===== config.mk =====
export PLATFORM = sky130hd
export DESIGN_NAME = operand_fetch
export DESIGN_NICKNAME = d
export VERILOG_FILES = /design/src/rtl/operand_fetch.sv
export SDC_FILE = /design/constraint.sdc
export NUM_CORES = 1
export LEC_CHECK = 0
export ABC_AREA = 1
export CAP_MARGIN = 20
export CORE_AREA = 2 2 206 208
export DETAILED_ROUTE_END_ITERATION = 8
export DIE_AREA = 0 0 208 210
export HOLD_SLACK_MARGIN = 0.05
export PLACE_DENSITY = 0.68
export REMOVE_ABC_BUFFERS = 1
export SLEW_MARGIN = 10
export SYNTH_ARGS = -nofsm -noshare
export SYNTH_HDL_FRONTEND = slang
export SYNTH_SLANG_ARGS = --single-unit

===== constraint.sdc =====
create_clock -name clk -period 3.6 [get_ports clk]
set_input_delay 0.9 -clock clk [delete_from_list [all_inputs] [get_ports clk]]
set_output_delay 0.9 -clock clk [all_outputs]
set_load 0.01 [all_outputs]

===== src/rtl/operand_fetch.sv =====
// ID/EX operand stage: regfile read indexing, EX/WB bypass, load-use hazard
// detection and a single-entry ID/EX latch with valid/ready on both sides.
module operand_fetch #(
    parameter int unsigned WIDTH    = 64,
    parameter int unsigned ZERO_REG = 31,
    parameter int unsigned CNT_W    = 32
) (
    input  logic             clk,
    input  logic             reset_n,
    input  logic             in_valid,
    output logic             in_ready,
    input  logic [4:0]       in_rn,
    input  logic [4:0]       in_rm,
    input  logic [4:0]       in_rd,
    input  logic [WIDTH-1:0] in_imm,
    input  logic             in_useImm,
    output logic [4:0]       readReg0,
    output logic [4:0]       readReg1,
    input  logic [WIDTH-1:0] readData0,
    input  logic [WIDTH-1:0] readData1,
    input  logic             exWrEn,
    input  logic [4:0]       exReg,
    input  logic [WIDTH-1:0] exResult,
    input  logic             exResultValid,
    input  logic             wbWrEn,
    input  logic [4:0]       wbReg,
    input  logic [WIDTH-1:0] wbData,
    input  logic             flush,
    output logic             out_valid,
    input  logic             out_ready,
    output logic [WIDTH-1:0] out_opA,
    output logic [WIDTH-1:0] out_opB,
    output logic [4:0]       out_rd,
    output logic [CNT_W-1:0] stallCount
);

    localparam int unsigned IDX_W = 5;
    localparam logic [IDX_W-1:0] ZERO_IDX = IDX_W'(ZERO_REG);

    typedef struct packed {
        logic             hazard;
        logic [WIDTH-1:0] value;
    } src_t;

    logic             r_out_valid;
    logic [WIDTH-1:0] r_opA;
    logic [WIDTH-1:0] r_opB;
    logic [4:0]       r_rd;
    logic [CNT_W-1:0] r_stall_cnt;

    src_t             w_srcA;
    src_t             w_srcB;
    logic [WIDTH-1:0] w_opB;
    logic             w_hazard;
    logic             w_in_ready;
    logic             w_capture;
    logic             w_stall;

    // Bypass priority: zero register, then EX (may be a load still in flight), then WB, then regfile.
    function automatic src_t select_src(
        input logic [4:0]       idx,
        input logic [WIDTH-1:0] rf_data,
        input logic             ex_wr,
        input logic [4:0]       ex_reg,
        input logic [WIDTH-1:0] ex_res,
        input logic             ex_res_vld,
        input logic             wb_wr,
        input logic [4:0]       wb_reg,
        input logic [WIDTH-1:0] wb_dat
    );
        src_t s;
        s.hazard = 1'b0;
        s.value  = rf_data;
        if (idx == ZERO_IDX) begin
            s.value = '0;
        end else if (ex_wr && (ex_reg == idx)) begin
            s.hazard = !ex_res_vld;
            s.value  = ex_res;
        end else if (wb_wr && (wb_reg == idx)) begin
            s.value = wb_dat;
        end
        return s;
    endfunction

    assign readReg0 = in_rn;
    assign readReg1 = in_rm;

    always_comb begin
        w_srcA = select_src(in_rn, readData0, exWrEn, exReg, exResult, exResultValid,
                            wbWrEn, wbReg, wbData);
        w_srcB = select_src(in_rm, readData1, exWrEn, exReg, exResult, exResultValid,
                            wbWrEn, wbReg, wbData);
    end

    assign w_opB      = in_useImm ? in_imm : w_srcB.value;
    assign w_hazard   = in_valid && (w_srcA.hazard || (!in_useImm && w_srcB.hazard));
    assign w_in_ready = !w_hazard && (!r_out_valid || out_ready);
    assign w_capture  = in_valid && w_in_ready && !flush;
    assign w_stall    = in_valid && !w_in_ready && !flush;

    // ID/EX latch: flush beats capture; data holds whenever nothing new is captured.
    always_ff @(posedge clk or negedge reset_n) begin
        if (!reset_n) begin
            r_out_valid <= 1'b0;
            r_opA       <= '0;
            r_opB       <= '0;
            r_rd        <= ZERO_IDX;
        end else if (flush) begin
            r_out_valid <= 1'b0;
        end else if (w_capture) begin
            r_out_valid <= 1'b1;
            r_opA       <= w_srcA.value;
            r_opB       <= w_opB;
            r_rd        <= in_rd;
        end else if (r_out_valid && out_ready) begin
            r_out_valid <= 1'b0;
        end
    end

    // Saturating count of cycles an offered instruction was refused.
    always_ff @(posedge clk or negedge reset_n) begin
        if (!reset_n) begin
            r_stall_cnt <= '0;
        end else if (w_stall && (r_stall_cnt != {CNT_W{1'b1}})) begin
            r_stall_cnt <= r_stall_cnt + CNT_W'(1);
        end
    end

    assign in_ready   = w_in_ready;
    assign out_valid  = r_out_valid;
    assign out_opA    = r_opA;
    assign out_opB    = r_opB;
    assign out_rd     = r_rd;
    assign stallCount = r_stall_cnt;

endmodule


-- Word-level counts from Yosys, hierarchy flattened
Cells that the tools add are included.
- input bits: 354
- latch bits: 0
- logic and storage cells: 51
- memories: 0
- flip-flop bits (word level): 166
- memory bits (writable): 0
- memory bits (read-only): 0
- output and inout port bits: 177
- divide/modulo/power cells: 0
- equality and inequality tests: 7
- $add $sub $neg: 1
- $mul: 0
- reductions and logical operators: 23
- mux-type cells: 14
- shift operators: 0
- bitwise logic cells: 1
- $lt $le $gt $ge: 0
- operators by type and width (operator ; count):
    2-to-1 mux 64 bit ; 7
    adder 32 x 1 -> 32 bit (second input constant) ; 1
    inequality test 32 bit (second input constant) ; 1
    equality test 5 bit ; 4
    logical AND 1 bit ; 13
    equality test 5 bit (second input constant) ; 2
    2-to-1 mux 1 bit ; 7
    logical NOT 1 bit ; 6
    nonzero test 3 bit ; 1
    logical OR 1 bit ; 2
    AND reduction 2 bit ; 1
    NOT 1 bit ; 1

-- Logic depth before layout (Yosys ltp)
- word-level depth: 13
- mapped depth: 14
- gate-level depth less buffers: 12

-- Worst setup path after synthesis
OpenSTA, ideal clock, no wires.
- path kind: input -> output
- from: in in_rm[4]
- to: out in_ready
- data required time: 2700 ps
- stages on the path: 11
- setup slack: 747 ps
- path buffers: 1
- data arrival time: 1953 ps
- cell sequence: inv_1 > nand2_1 > nand2_1 > nand2_1 > nor2_1 > nand3_1 > nand2_1 > nand2_1 > nand2_2 > clkbuf_1 > inv_1
- word-level cells in the longest chain between the ends: 9
- elaborated cells between the ends (all ways): 10
- those cells by class: eq/ne: 2; mux: 2; reduce/logical: 6
- ends and longest elaborated chain (what ; line ; source):
    start: declaration ; 13 ; input logic [4:0] in_rm,
    equality test 5 bit ; 76 ; end else if (ex_wr && (ex_reg == idx)) begin
    logical AND 1 bit ; 76 ;
    2-to-1 mux 1 bit ; 76 ;
    2-to-1 mux 1 bit * ; 74 ; if (idx == ZERO_IDX) begin
    logical AND 1 bit * ; 96 ; assign w_hazard = in_valid && (w_srcA.hazard || (!in_useImm && w_srcB.hazard));
    logical OR 1 bit * ; 96 ;
    logical AND 1 bit * ; 96 ;
    logical NOT 1 bit * ; 97 ; assign w_in_ready = !w_hazard && (!r_out_valid || out_ready);
    logical AND 1 bit * ; 97 ;
    end: declaration ; 11 ; output logic in_ready,
Every way passes the cells marked *; elsewhere a longest branch is shown, timed or not.

-- Worst setup path after layout
- from: in in_rm[3]
- to: out in_ready
Same word-level chain as after synthesis.

==> tab_implementation.tex <==
\begin{tabular}{lr}
\hline
Metric & Value \\
\hline
\multicolumn{2}{l}{\textbf{Run status}} \\
Status & completed \\
\multicolumn{2}{l}{\textbf{Clock network}} \\
CTS H-Tree Depth & 4 \\
Clock buffer depth & 2 \\
Insertion delay of the later-clocked pin in the worst-skew pair & 0.47 ns \\
CTS tree & yes \\
Clock-pin slew on the worst setup and hold paths & 0.06 ns \\
Clock net sink count & 166 \\
Number of clock buffers inserted by TritonCTS & 17 \\
Cell at the root of the clock tree & sky130\_fd\_sc\_hd\_\_clkbuf\_16 \\
\multicolumn{2}{l}{\textbf{Timing}} \\
Time the final worst path needs with I/O delays and setup & 3.28 ns \\
Max-slew violation count & 0 \\
Period Utilization, post-route & 91.0\% \\
Peak clock frequency supported by timing & 0.305 GHz \\
RSZ-0062 raised after global routing & no \\
Worst Clk Skew & 0.0192 ns \\
Hold Vio Cnt, Final & 0 \\
Number of setup violations in the final report & 0 \\
Worst max-slew margin expressed relative to the limit & 57.7\% \\
Actual transition at the worst max-transition pin & 0.635 ns \\
\multicolumn{2}{l}{\textbf{Finish}} \\
Final core area utilization & 44.2\% \\
Final \#Nets & 2736 \\
Layout overhead on the synthesized area & 55.2\% \\
Fraction of final layout cells with drive strength greater than 1 & 4.80\% \\
\multicolumn{2}{l}{\textbf{Global route}} \\
GRT Total Usage & 24.7\% \\
Largest net degree at the start of global routing & 94 \\
First-pass GRT wire length & 84700 µm \\
Via count of the first global-routing pass & 14956 \\
Number of antenna violations at the first check in global routing & 2 \\
Grt ovf & 0 \\
\multicolumn{2}{l}{\textbf{Pwr}} \\
Worst ir drop on vdd & 0.240 mV \\
Final Power & 6.26 mW \\
Leakage power of the design & 8.82 nW \\
Switching power of the nets & 2.07 mW \\
Fraction of power consumed by combinational cells & 34.4\% \\
Fraction of power spent switching nets & 33.0\% \\
Power Density & 342 nW/µm² \\
Internal power contribution & 4.19 mW \\
Clk network pwr share & 28.7\% \\
Sequential group share of total power & 36.9\% \\
\multicolumn{2}{l}{\textbf{Routing}} \\
Mean routed wirelength per cell & 19.1 µm \\
ANT nets after route & 0 \\
DRT Pass-1 Iters & 6 \\
Drt drc & 0 \\
Vias after detailed routing & 15159 \\
Total wire length & 56000 µm \\
Violation count after the first detailed-routing iteration & 1419 \\
Ratio of routed vias to standard cells & 5.16 \\
\multicolumn{2}{l}{\textbf{Synth}} \\
Combined area of all synthesized cells & 11800 µm² \\
Share of the yosys chip area belonging to registers & 35.2\% \\
Mux share of post-synthesis cell area & 0\% \\
Area share of fa/ha/maj cells after synthesis & 0.106\% \\
Number of synthesized register bits & 166 \\
Dominant combinational cell family by area after synthesis & simple AND/OR/NAND/NOR gates \\
Cell count after synthesis & 1921 \\
Count of yosys warnings during synthesis & 0 \\
Post-synthesis compound-gate area fraction & 3.14\% \\
Distinct cells, synth & 25 \\
Share of synthesized cell area in and, or, nand and nor gates & 51.8\% \\
Xor-xnor portion of the synthesized cell area & 1.93\% \\
Syn avg cell area & 6.15 µm² \\
\multicolumn{2}{l}{\textbf{Worst setup path}} \\
Critical path startpoint category & input port \\
Largest driver fanout on the critical path & 3 \\
Launch instance of the worst register-to-register path & stallCount[1] \\
CP Class & input port to output port \\
Worst path required time & 2.70 ns \\
Critical path origin & in\_rm[3] \\
Element type at the critical path end & output port \\
Data arrival time at the worst-slack endpoint & 2.38 ns \\
\multicolumn{2}{l}{\textbf{Floorplan}} \\
Site Rows & 75 \\
Initial core utilization & 28.5\% \\
Horizontal die dimension & 208 µm \\
Total core area & 41500 µm² \\
Total die area & 43700 µm² \\
Chip Height & 210 µm \\
Boundary pin count & 531 \\
\multicolumn{2}{l}{\textbf{Placed design}} \\
RD Place Congestion & 0.918 \\
Half-perimeter wire length of the detailed placement result & 40000 µm \\
Count of buffers inserted at the top-level ports & 530 \\
\multicolumn{2}{l}{\textbf{Min path}} \\
Kind of path behind the tightest hold check & input port to asynchronous set/reset pin \\
\multicolumn{2}{l}{\textbf{Run}} \\
Max Cap Violations & 0 \\
\hline
\end{tabular}
## state kept, by name, summed over array words and instances (netlist names)
name / flops
out_rd: 5
out_valid: 1
stallCount: 32
out_opB: 64
out_opA: 64
## synth_stat cells
cell	count	area, µm²
sky130_fd_sc_hd__inv_2	4	15.0
sky130_fd_sc_hd__xor2_1	18	158
sky130_fd_sc_hd__nand3_2	3	30.0
sky130_fd_sc_hd__buf_4	26	195
sky130_fd_sc_hd__nor3b_1	1	7.51
sky130_fd_sc_hd__xnor2_1	8	70.1
sky130_fd_sc_hd__buf_1	8	30.0
sky130_fd_sc_hd__nor2_1	301	1130
sky130_fd_sc_hd__nor3_2	1	10.0
sky130_fd_sc_hd__dfstp_2	5	131
sky130_fd_sc_hd__dfrtp_1	161	4030
sky130_fd_sc_hd__o21ai_0	72	360
sky130_fd_sc_hd__nand3_1	178	891
sky130_fd_sc_hd__ha_1	1	12.5
sky130_fd_sc_hd__nand3b_1	6	45.0
sky130_fd_sc_hd__nand4_1	134	838
sky130_fd_sc_hd__nand2_2	2	12.5
sky130_fd_sc_hd__inv_1	42	158
sky130_fd_sc_hd__a21oi_1	2	10.0
sky130_fd_sc_hd__buf_2	74	370
sky130_fd_sc_hd__nand2_1	819	3070
sky130_fd_sc_hd__nor2_2	1	6.26
sky130_fd_sc_hd__nor3_1	13	65.1
sky130_fd_sc_hd__nor2_4	1	11.3
sky130_fd_sc_hd__clkbuf_1	40	150
## power by group through the flow
stage | clock (mW) | combinational [mW] | sequential [mW]
finish | 1.80 | 2.15 | 2.31
global route | 1.91 | 2.31 | 2.35
CTS | 1.85 | 2.15 | 2.31
detailed placement | 0 | 2.14 | 2.33
global placement | 0 | 2.12 | 2.33
floorplan | 0 | 0.593 | 2.45
## cells in the final DEF, fill, tap and decap left out, types with 2 or more instances in the layout
master / synthesis / routed
sky130_fd_sc_hd__inv_1: 42 / 42
sky130_fd_sc_hd__nand2_4: 0 / 2
sky130_fd_sc_hd__clkdlybuf4s50_1: 0 / 524
sky130_fd_sc_hd__nor3_1: 13 / 13
sky130_fd_sc_hd__o21ai_0: 72 / 72
sky130_fd_sc_hd__nand4_1: 134 / 134
sky130_fd_sc_hd__dfrtp_1: 161 / 161
sky130_fd_sc_hd__nand3b_1: 6 / 6
sky130_fd_sc_hd__nand3_1: 178 / 176
sky130_fd_sc_hd__buf_12: 0 / 15
sky130_fd_sc_hd__inv_2: 4 / 4
sky130_fd_sc_hd__diode_2: 0 / 2
sky130_fd_sc_hd__nor2_4: 1 / 8
sky130_fd_sc_hd__dfstp_2: 5 / 5
sky130_fd_sc_hd__nand2_1: 819 / 817
sky130_fd_sc_hd__clkbuf_16: 0 / 17
sky130_fd_sc_hd__dlymetal6s2s_1: 0 / 4
sky130_fd_sc_hd__nor2_1: 301 / 294
sky130_fd_sc_hd__xor2_1: 18 / 18
sky130_fd_sc_hd__clkinvlp_4: 0 / 2
sky130_fd_sc_hd__clkbuf_1: 40 / 6
sky130_fd_sc_hd__nand3_2: 3 / 2
sky130_fd_sc_hd__clkinv_2: 0 / 3
sky130_fd_sc_hd__a21oi_1: 2 / 2
sky130_fd_sc_hd__nand3_4: 0 / 3
sky130_fd_sc_hd__buf_4: 26 / 44
sky130_fd_sc_hd__xnor2_1: 8 / 8
sky130_fd_sc_hd__nand2_2: 2 / 2
## cell families after synthesis
family | Yosys count
XOR/XNOR | 26
adder cells (fa/ha/maj) | 1
buffers and inverters | 194
flip-flops | 166
AND/OR/NAND/NOR | 1460
AO/OA/AOI/OAI | 74
## area by class of cell
class                           count  area [µm²]
Antenna cell                        2        5.00
Fill cell                        4299       23200
Inverter                           46         173
Clock buffer                       24         462
Tap cell                          539         674
Multi-Input combinational cell   1561        6830
Timing Repair Buffer              589        5940
Clock inverter                      8        77.6
Sequential cell                   166        4160
## per-layer routing
layer | GRT usage [%] | wire [µm] | up-vias
met5 | 0 | 0 | -
met4 | 11.6 | 2270 | 0
met3 | 6.50 | 5230 | 167
met2 | 41.4 | 26400 | 871
met1 | 29.6 | 22100 | 7031
li1 | - | - | 7090
## worst paths after layout
check,endpoint,slack [ns],depth (start not counted)
min reg2reg,out_rd[1],0.47,2
max reg2reg,stallCount[4],1.33,12
min,out_opA[20],0.34,1
max,in_ready,0.32,11
max in group asynchronous,out_opA[21],2.45,2
min in group clk,out_rd[1],0.47,2
## critical path: stages
cell and delay (ns):
sky130_fd_sc_hd__clkdlybuf4s50_1 0.48, sky130_fd_sc_hd__inv_1 0.08, sky130_fd_sc_hd__a21oi_1 0.14, sky130_fd_sc_hd__nand2_1 0.12, sky130_fd_sc_hd__nor2_4 0.13, sky130_fd_sc_hd__nand3_1 0.09, sky130_fd_sc_hd__nand2_1 0.08, sky130_fd_sc_hd__nand2_1 0.08
sky130_fd_sc_hd__nand2_2 0.07, sky130_fd_sc_hd__inv_1 0.05, sky130_fd_sc_hd__dlymetal6s2s_1 0.16
## per-stage QoR
stage / TNS [ns] / setup WS (ns) / instance area (µm²) / hold WS [ns] / cells
final: 0 / 0.322 / 18300 / 0.339 / 2935
after global routing: 0 / 0.226 / 18300 / 0.354 / 2934
after CTS: 0 / 0.0129 / 18300 / 0.339 / 2933
after detailed placement: -0.0236 / -0.0236 / 17800 / 0.460 / 2900
after global placement: -0.0267 / -0.0267 / 17800 / 0.455 / 2900
after floorplan: -264.16 / -2.08 / 11100 / 0.474 / 1773
## repair_timing
item / CTS / global route
endpoints found under the setup margin: 1 / 1
pin swaps: 1 / 1
resized for setup: 1 / 5
hold buffers: 0 / 0
buffers inserted: 1 / 0
Note: power is estimated with default switching activity, not from simulation.
